[src/rtl/disp_scan_ctrl.sv]
// disp_scan_ctrl: 4-digit 7-segment scan controller with inter-digit blanking and leading-zero suppression
module disp_scan_ctrl #(
  parameter int DIV_WIDTH = 17,
  parameter int BLANK_CYC = 16
) (
  input  logic        clk,
  input  logic        rst,
  input  logic        load,
  input  logic [15:0] data_in,
  input  logic [3:0]  en,
  input  logic        lz_en,
  output logic [3:0]  A,
  output logic [3:0]  B,
  output logic [3:0]  C,
  output logic [3:0]  D,
  output logic [1:0]  ctrl,
  output logic [3:0]  AN
);
  logic [DIV_WIDTH-1:0] cnt;
  logic [DIV_WIDTH-1:0] blank_cnt;
  logic [3:0]           lz;
  logic                 tick;
  assign tick = &cnt;
  always_ff @(posedge clk or posedge rst) begin
    if (rst) begin
      cnt          <= '0;
      ctrl         <= 2'd0;
      {D, C, B, A} <= 16'h0;
      blank_cnt    <= DIV_WIDTH'(BLANK_CYC);
    end else begin
      cnt       <= cnt + 1'b1;
      ctrl      <= tick ? ctrl + 2'd1 : ctrl;
      blank_cnt <= tick ? DIV_WIDTH'(BLANK_CYC) : (blank_cnt != 0 ? blank_cnt - 1'b1 : blank_cnt);
      if (load) {D, C, B, A} <= data_in;
    end
  end
  // Only the scanned digit can be driven low, so at most one AN bit is ever active.
  always_comb begin
    lz = lz_en ? {D != 4'h0, (C | D) != 4'h0, (B | C | D) != 4'h0, 1'b1} : 4'hF;
    AN = 4'hF;
    if (blank_cnt == 0) AN[ctrl] = ~(en[ctrl] & lz[ctrl]);
  end
endmodule

[config.mk]
export PLATFORM = sky130hd
export DESIGN_NAME = disp_scan_ctrl
export DESIGN_NICKNAME = d
export VERILOG_FILES = /design/src/rtl/disp_scan_ctrl.sv
export SDC_FILE = /design/constraint.sdc
export NUM_CORES = 1
export LEC_CHECK = 0
export BUFFER_PORTS_ARGS = -buffer_cell sky130_fd_sc_hd__buf_2
export CORE_MARGIN = 3
export CORE_UTILIZATION = 62
export CTS_BUF_LIST = sky130_fd_sc_hd__clkbuf_8
export CTS_CLUSTER_SIZE = 10
export DETAILED_ROUTE_END_ITERATION = 7
export PLACE_DENSITY = 0.88
export SKIP_CTS_REPAIR_TIMING = 1
export SYNTH_ARGS = -nofsm -noshare
export SYNTH_HDL_FRONTEND = slang
export SYNTH_SLANG_ARGS = --single-unit
[constraint.sdc]
create_clock -name clk -period 4 [get_ports clk]
set_clock_uncertainty 0.15 [all_clocks]
set_input_delay 0.8 -clock clk [delete_from_list [all_inputs] [get_ports clk]]
set_output_delay 0.8 -clock clk [all_outputs]
set_load 0.02 [all_outputs]
==> impl_metrics.json, run 1 <==
{
  "cts-buffers-inserted": 5,
  "startpoint_type": "flip-flop",
  "route.detailed.drc": 0,
  "hold_path_end": "cnt[12]",
  "worstPathArrival_ps": 2180,
  "r2r-end": "blank_cnt[3]",
  "initial_core_util": 0.661,
  "hold_violations": 0,
  "p_sw_uw": 231,
  "vias": 1783,
  "dp.cells": 302,
  "synthDistinctLibCells": 44,
  "htree_num_levels": 2,
  "synth_ff_type": "dfrtp_1",
  "synth_top_cell_by_area": "dfrtp_1",
  "power_density_nw_per_um2": 327,
  "cts.sinks": 52,
  "final_cells": 310,
  "design_area_um2": 2840,
  "wl_um": 4670,
  "worst_pin_slew_ps": 1030,
  "viasPerCell": 5.75,
  "r2r_cells": 9,
  "p_seq_frac": 0.594,
  "status": "finished clean",
  "synth_seq_area_share": 0.523,
  "rsz0062_at_grt": "false",
  "p_int_uw": 699,
  "regToRegStartpoint": "cnt[6]",
  "chipWidth_um": 69.4,
  "die_y_um": 69.4,
  "synth_area_per_cell_um2": 11.6,
  "die_area_um2": 4810,
  "synth_cells": 215,
  "antenna_cells": 0,
  "clockBufferDepth": 2,
  "holdPathStages": 1,
  "fin_nets": 293,
  "switching_share": 0.248,
  "clockPowerShare": 0.315,
  "nFillCells": 263,
  "drt-initial-drc-count": 109,
  "ant_nets": 0,
  "area_delta_synth_final_pct": 14.0,
  "timing.fmax_mhz": 320,
  "power_frac_comb": 0.091,
  "max_cap_violations": 0,
  "grt_pass1_wl_um": 8210,
  "place_area_um2": 2750,
  "p_leak_uw": 0.00136,
  "synthTopCellsByArea": "dfrtp_1 (51%), mux2_2 (7.2%), xnor2_1 (4.6%)",
  "synth-seq-cells": 52,
  "syn_area_um2": 2490,
  "crit_required_ps": 3050,
  "cts_tree": "done",
  "clkTransAtPathRegs_ps": 90,
  "dpl.hpwl_um": 3380,
  "worst-setup-path-type": "flip-flop to output port",
  "gp_congestion": 0.759,
  "synth_top_area_share": 0.512,
  "synth_edf_count": 0,
  "grt_start_max_net_pins": 53,
  "rows": 22,
  "overflow": 0,
  "min_from": "cnt[12]",
  "crit_fanout": 14,
  "grt_pass1_vias": 1764,
  "vdd_drop_max_mv": 0.335,
  "worst_hold_path_type": "flip-flop to flip-flop",
  "tns_ps": 0,
  "rrSetupSlack_ps": 1700,
  "post-route-period-util": 0.782,
  "period_minus_slack_ps": 3130,
  "antenna_found_initial": 0,
  "clk_latency_ps": 310,
  "slew_violations": 0,
  "syn_nets": 247,
  "finalSetupViolations": 0,
  "ys_warn_count": 0,
  "wl_per_cell_um": 15.1,
  "io_pins": 46,
  "setup_slack_ps": 872,
  "core_um2": 3770,
  "drive_gt1_frac": 0.305,
  "place_ws_ps": 1230,
  "critPathCaptureType": "output port",
  "grt_usage": 0.210,
  "synthArstFlopShare": 1.00,
  "cts-root-buf": "clkbuf_8",
  "drtPass1Iterations": 6,
  "holdWs_ps": 323,
  "relSlewSlack": 0.312,
  "io_buffers": 45
}
[power by group through the flow]
| stage | clock (uW) | combinational, uW | sequential [uW] |
|---|---|---|---|
| after floorplan | 0 | 30.2 | 582 |
| after global placement | 0 | 83.9 | 561 |
| after detailed placement | 0 | 86.5 | 562 |
| after CTS | 300 | 86.5 | 552 |
| after global routing | 324 | 91.2 | 555 |
| final | 293 | 84.6 | 552 |
[cell families (layout without fill, tap and decap cells)]
kind of cell    Yosys count  after routing  share of synthesized area
buf+inv                  14             61                     0.0251
compound gates           22             22                     0.0522
fa+ha+maj                 8              8                     0.0402
mux                      22             22                      0.103
simple gates             81             81                      0.200
flops                    52             52                      0.523
xor+xnor                 16             16                     0.0563
[metrics by stage]
stage          power, uW   util
2_1_floorplan        612      -
3_3_place_gp         645  0.730
3_5_place_dp         649  0.730
4_1_cts              938  0.753
5_1_grt              971  0.753
6_report             929  0.753
[critical path, cell delays in order (launching register included)]
cell and delay, ps:
dfrtp_1 390, inv_1 120, ha_1 150, nor4b_2 320
and4_1 230, buf_4 190, and2_1 210, nand3_1 100
buf_2 180
[how the worst max path moves through the flow]
| stage | start | end | slack [ps] | cells past startpoint |
|---|---|---|---|---|
| final | blank_cnt[0] | AN[1] | 870 | 8 |
| after global routing | blank_cnt[0] | AN[2] | 730 | 8 |
| after floorplan | blank_cnt[0] | AN[0] | 1370 | 8 |
| after CTS | blank_cnt[0] | AN[1] | 880 | 8 |
| after global placement | en[3] | AN[1] | 1270 | 5 |
| after detailed placement | en[3] | AN[1] | 1230 | 5 |
[synth_stat cells (5+ instances only)]
cell	count
ha_1	8
xnor2_1	13
nor4_1	6
nand2_1	8
inv_1	6
dfrtp_1	51
a21oi_1	10
o21ai_0	5
mux2_2	16
nand4_1	7
nor2_1	14
nand3_1	10
[cell type report]
cell class	count	area, um^2	share of cell area
Inverter	6	22.5	0.00793
Multi-Input combinational cell	149	1130	0.396
Sequential cell	52	1300	0.459
Tap cell	48	60.1	0.0211
Clock buffer	5	68.8	0.0242
Timing Repair Buffer	47	240	0.0846
Clock inverter	3	20.0	0.00705
[per-layer routing]
metal,GRT usage,share of wire,vias up
met5,0,0,-
li1,-,-,864
met2,0.342,0.50,38
met3,0.0464,0.046,6
met4,0.0716,0.014,0
met1,0.279,0.43,875
[cell usage in the layout, fill, tap and decap left out, drive strengths merged, types with 2 or more instances in the layout]
cell type  count
o31ai          2
nand4          7
and4           4
nand2          9
mux2          20
a21oi         10
o21ai          5
xor2           3
inv            7
or3            4
dfrtp         51
or4            2
nor2          14
and3           3
xnor2         13
buf           47
ha             8
nand3         10
nor3           3
nor2b          4
nor4           9
nand2b         3
nor4b          2
clkbuf         5
nor3b          2
nand3b         2
[sequential cells by signal (all words and copies together) (netlist names)]
| signal | cells |
|---|---|
| cnt | 17 |
| D | 4 |
| C | 4 |
| A | 4 |
| B | 4 |
| blank_cnt | 17 |
| ctrl | 2 |
Power figures use the tool's default switching activity.
==> inputs of run 2 (changes only) <==
--- a/config.mk
+++ b/config.mk
@@ -7,11 +7,11 @@
 export LEC_CHECK = 0
 export BUFFER_PORTS_ARGS = -buffer_cell sky130_fd_sc_hd__buf_2
 export CORE_MARGIN = 3
-export CORE_UTILIZATION = 62
+export CORE_UTILIZATION = 52
 export CTS_BUF_LIST = sky130_fd_sc_hd__clkbuf_8
 export CTS_CLUSTER_SIZE = 10
 export DETAILED_ROUTE_END_ITERATION = 7
-export PLACE_DENSITY = 0.88
+export PLACE_DENSITY = 0.78
 export SKIP_CTS_REPAIR_TIMING = 1
 export SYNTH_ARGS = -nofsm -noshare
 export SYNTH_HDL_FRONTEND = slang
==> constraint.sdc (replaced) <==
create_clock -name clk -period 2.65 [get_ports clk]
set_clock_uncertainty 0.15 [all_clocks]
set_input_delay 0.53 -clock clk [delete_from_list [all_inputs] [get_ports clk]]
set_output_delay 0.53 -clock clk [all_outputs]
set_load 0.02 [all_outputs]
==> run 2 against run 1 <==
  * Worst hold slack worse by 200 ps
  * Sequential cell count did not move
  * Core utilization shrank 8.0 points
  * Global-route usage down 1.5 points
  * Worst setup slack worse by 820 ps
  * Register-to-register slack got worse by 1400 ps
  * Final cell count grew 4.2%
  * Cell area increased by 6.0%
  * Combinational power increased by 61%
  * Critical path depth down 1
  * Sequential share of layout area shrank 2.6 points
  * Largest power group unchanged
==> impl_metrics.json, run 2 (synthesis results as in run 1) <==
{
  "overflow": 0,
  "tns_ps": 0,
  "grt_start_max_net_pins": 28,
  "cts-root-buf": "clkbuf_8",
  "status": "finished clean",
  "rsz0062_at_grt": "true",
  "layout_commonest_cell": "dfrtp_1",
  "hold_violations": 0,
  "drtPass1Iterations": 4,
  "clkTransAtPathRegs_ps": 90,
  "core_um2": 4470,
  "cts-buffers-inserted": 5,
  "setup_slack_ps": 57.0,
  "io_buffers": 45,
  "die_y_um": 75.2,
  "worst_pin_slew_ps": 550,
  "p_seq_frac": 0.597,
  "nFillCells": 326,
  "startpoint_type": "flip-flop",
  "route.detailed.drc": 0,
  "grt_pass1_wl_um": 8420,
  "drive_gt1_frac": 0.365,
  "wl_per_cell_um": 15.5,
  "vdd_drop_max_mv": 0.405,
  "dpl.hpwl_um": 3630,
  "antenna_found_initial": 0,
  "initial_core_util": 0.557,
  "die_area_um2": 5660,
  "crit_required_ps": 1970,
  "clk_latency_ps": 300,
  "multi_input_area_um2": 1190,
  "p_sw_uw": 342,
  "wl_um": 5000,
  "antenna_cells": 0,
  "gp_congestion": 0.810,
  "fin_nets": 303,
  "chipWidth_um": 75.2,
  "critPathCaptureType": "output port",
  "place_ws_ps": 302,
  "viasPerCell": 5.71,
  "grt_usage": 0.195,
  "power_density_nw_per_um2": 464,
  "max_cap_violations": 0,
  "switching_share": 0.244,
  "worstPathArrival_ps": 1910,
  "p_int_uw": 1060,
  "cts_tree": "done",
  "cts.sinks": 52,
  "clockBufferDepth": 2,
  "crit_fanout": 4,
  "ant_nets": 0,
  "relSlewSlack": 0.633,
  "clockPowerShare": 0.305,
  "timing.fmax_mhz": 386,
  "power_frac_comb": 0.097,
  "vias": 1844,
  "drt-initial-drc-count": 71,
  "worst-setup-path-type": "flip-flop to output port",
  "top_regs": "blank_cnt x17, cnt x17",
  "grt_pass1_vias": 1970,
  "power.total_uw": 1400,
  "io_pins": 46,
  "rows": 24,
  "post-route-period-util": 0.978,
  "htree_num_levels": 2,
  "worst_hold_path_type": "input port to async pin",
  "layout_common_cells": "dfrtp_1 (51), buf_2 (41), mux2_2 (16)",
  "p_leak_uw": 0.00145,
  "period_minus_slack_ps": 2590,
  "slew_violations": 0,
  "finalSetupViolations": 0,
  "final-seq-area_um2": 1300,
  "area_delta_synth_final_pct": 20.8,
  "fin_util": 0.673
}
[run 2: cell count changes in the layout (fill, tap and decap cells not counted), sizes merged]
cell / before / now
buf: 47 / 57
inv: 7 / 6
[run 2: worst paths after layout]
path	start	slack, ps	end	cells past startpoint
worst max-delay path	blank_cnt[0]	60	AN[1]	7
worst min-delay path	rst	120	cnt[0]	2
worst max register to register	cnt[6]	300	blank_cnt[6]	8
worst min register to register	cnt[12]	330	cnt[12]	1
max in group asynchronous	rst	1710	A[1]	3
min in group clk	data_in[4]	310	B[0]	2
[run 2: cell type report]
cell class              instances  share of cell area
clock inverters                 2             0.00416
multi-input cells             149               0.394
flip-flops and latches         52               0.433
clock buffers                   5              0.0229
repair buffers                 57               0.117
well taps                      52              0.0216
inverters                       6             0.00748
[run 2: critical path, cell delays in order, from the launching register on]
cell	delay (ps)
dfrtp_1	400
inv_2	100
ha_4	130
nor4b_4	250
and4_1	280
and2_4	190
nand3_1	90
buf_6	170
[run 2: stage by stage]
| stage | area, um^2 | std cells | hold slack (ps) |
|---|---|---|---|
| 2_1_floorplan | 2490 | 215 | 288 |
| 3_3_place_gp | 2810 | 312 | 311 |
| 3_5_place_dp | 2810 | 312 | 309 |
| 4_1_cts | 2900 | 319 | 130 |
| 5_1_grt | 3010 | 323 | 153 |
| 6_report | 3010 | 323 | 120 |
[run 2: metal layers]
metal / up-vias / share of wire / global-route usage
met5: - / 0 / 0
met4: 0 / 0.018 / 0.0854
met3: 12 / 0.043 / 0.0614
met2: 36 / 0.55 / 0.347
met1: 913 / 0.39 / 0.212
li1: 883 / - / -
[run 2: power by group through the flow]
stage / Sequential [uW] / Combinational [uW] / Clock [uW]
after floorplan: 878 / 45.5 / 0
after global placement: 848 / 131 / 0
after detailed placement: 850 / 133 / 0
after CTS: 834 / 133 / 446
after global routing: 839 / 149 / 480
final: 835 / 136 / 427
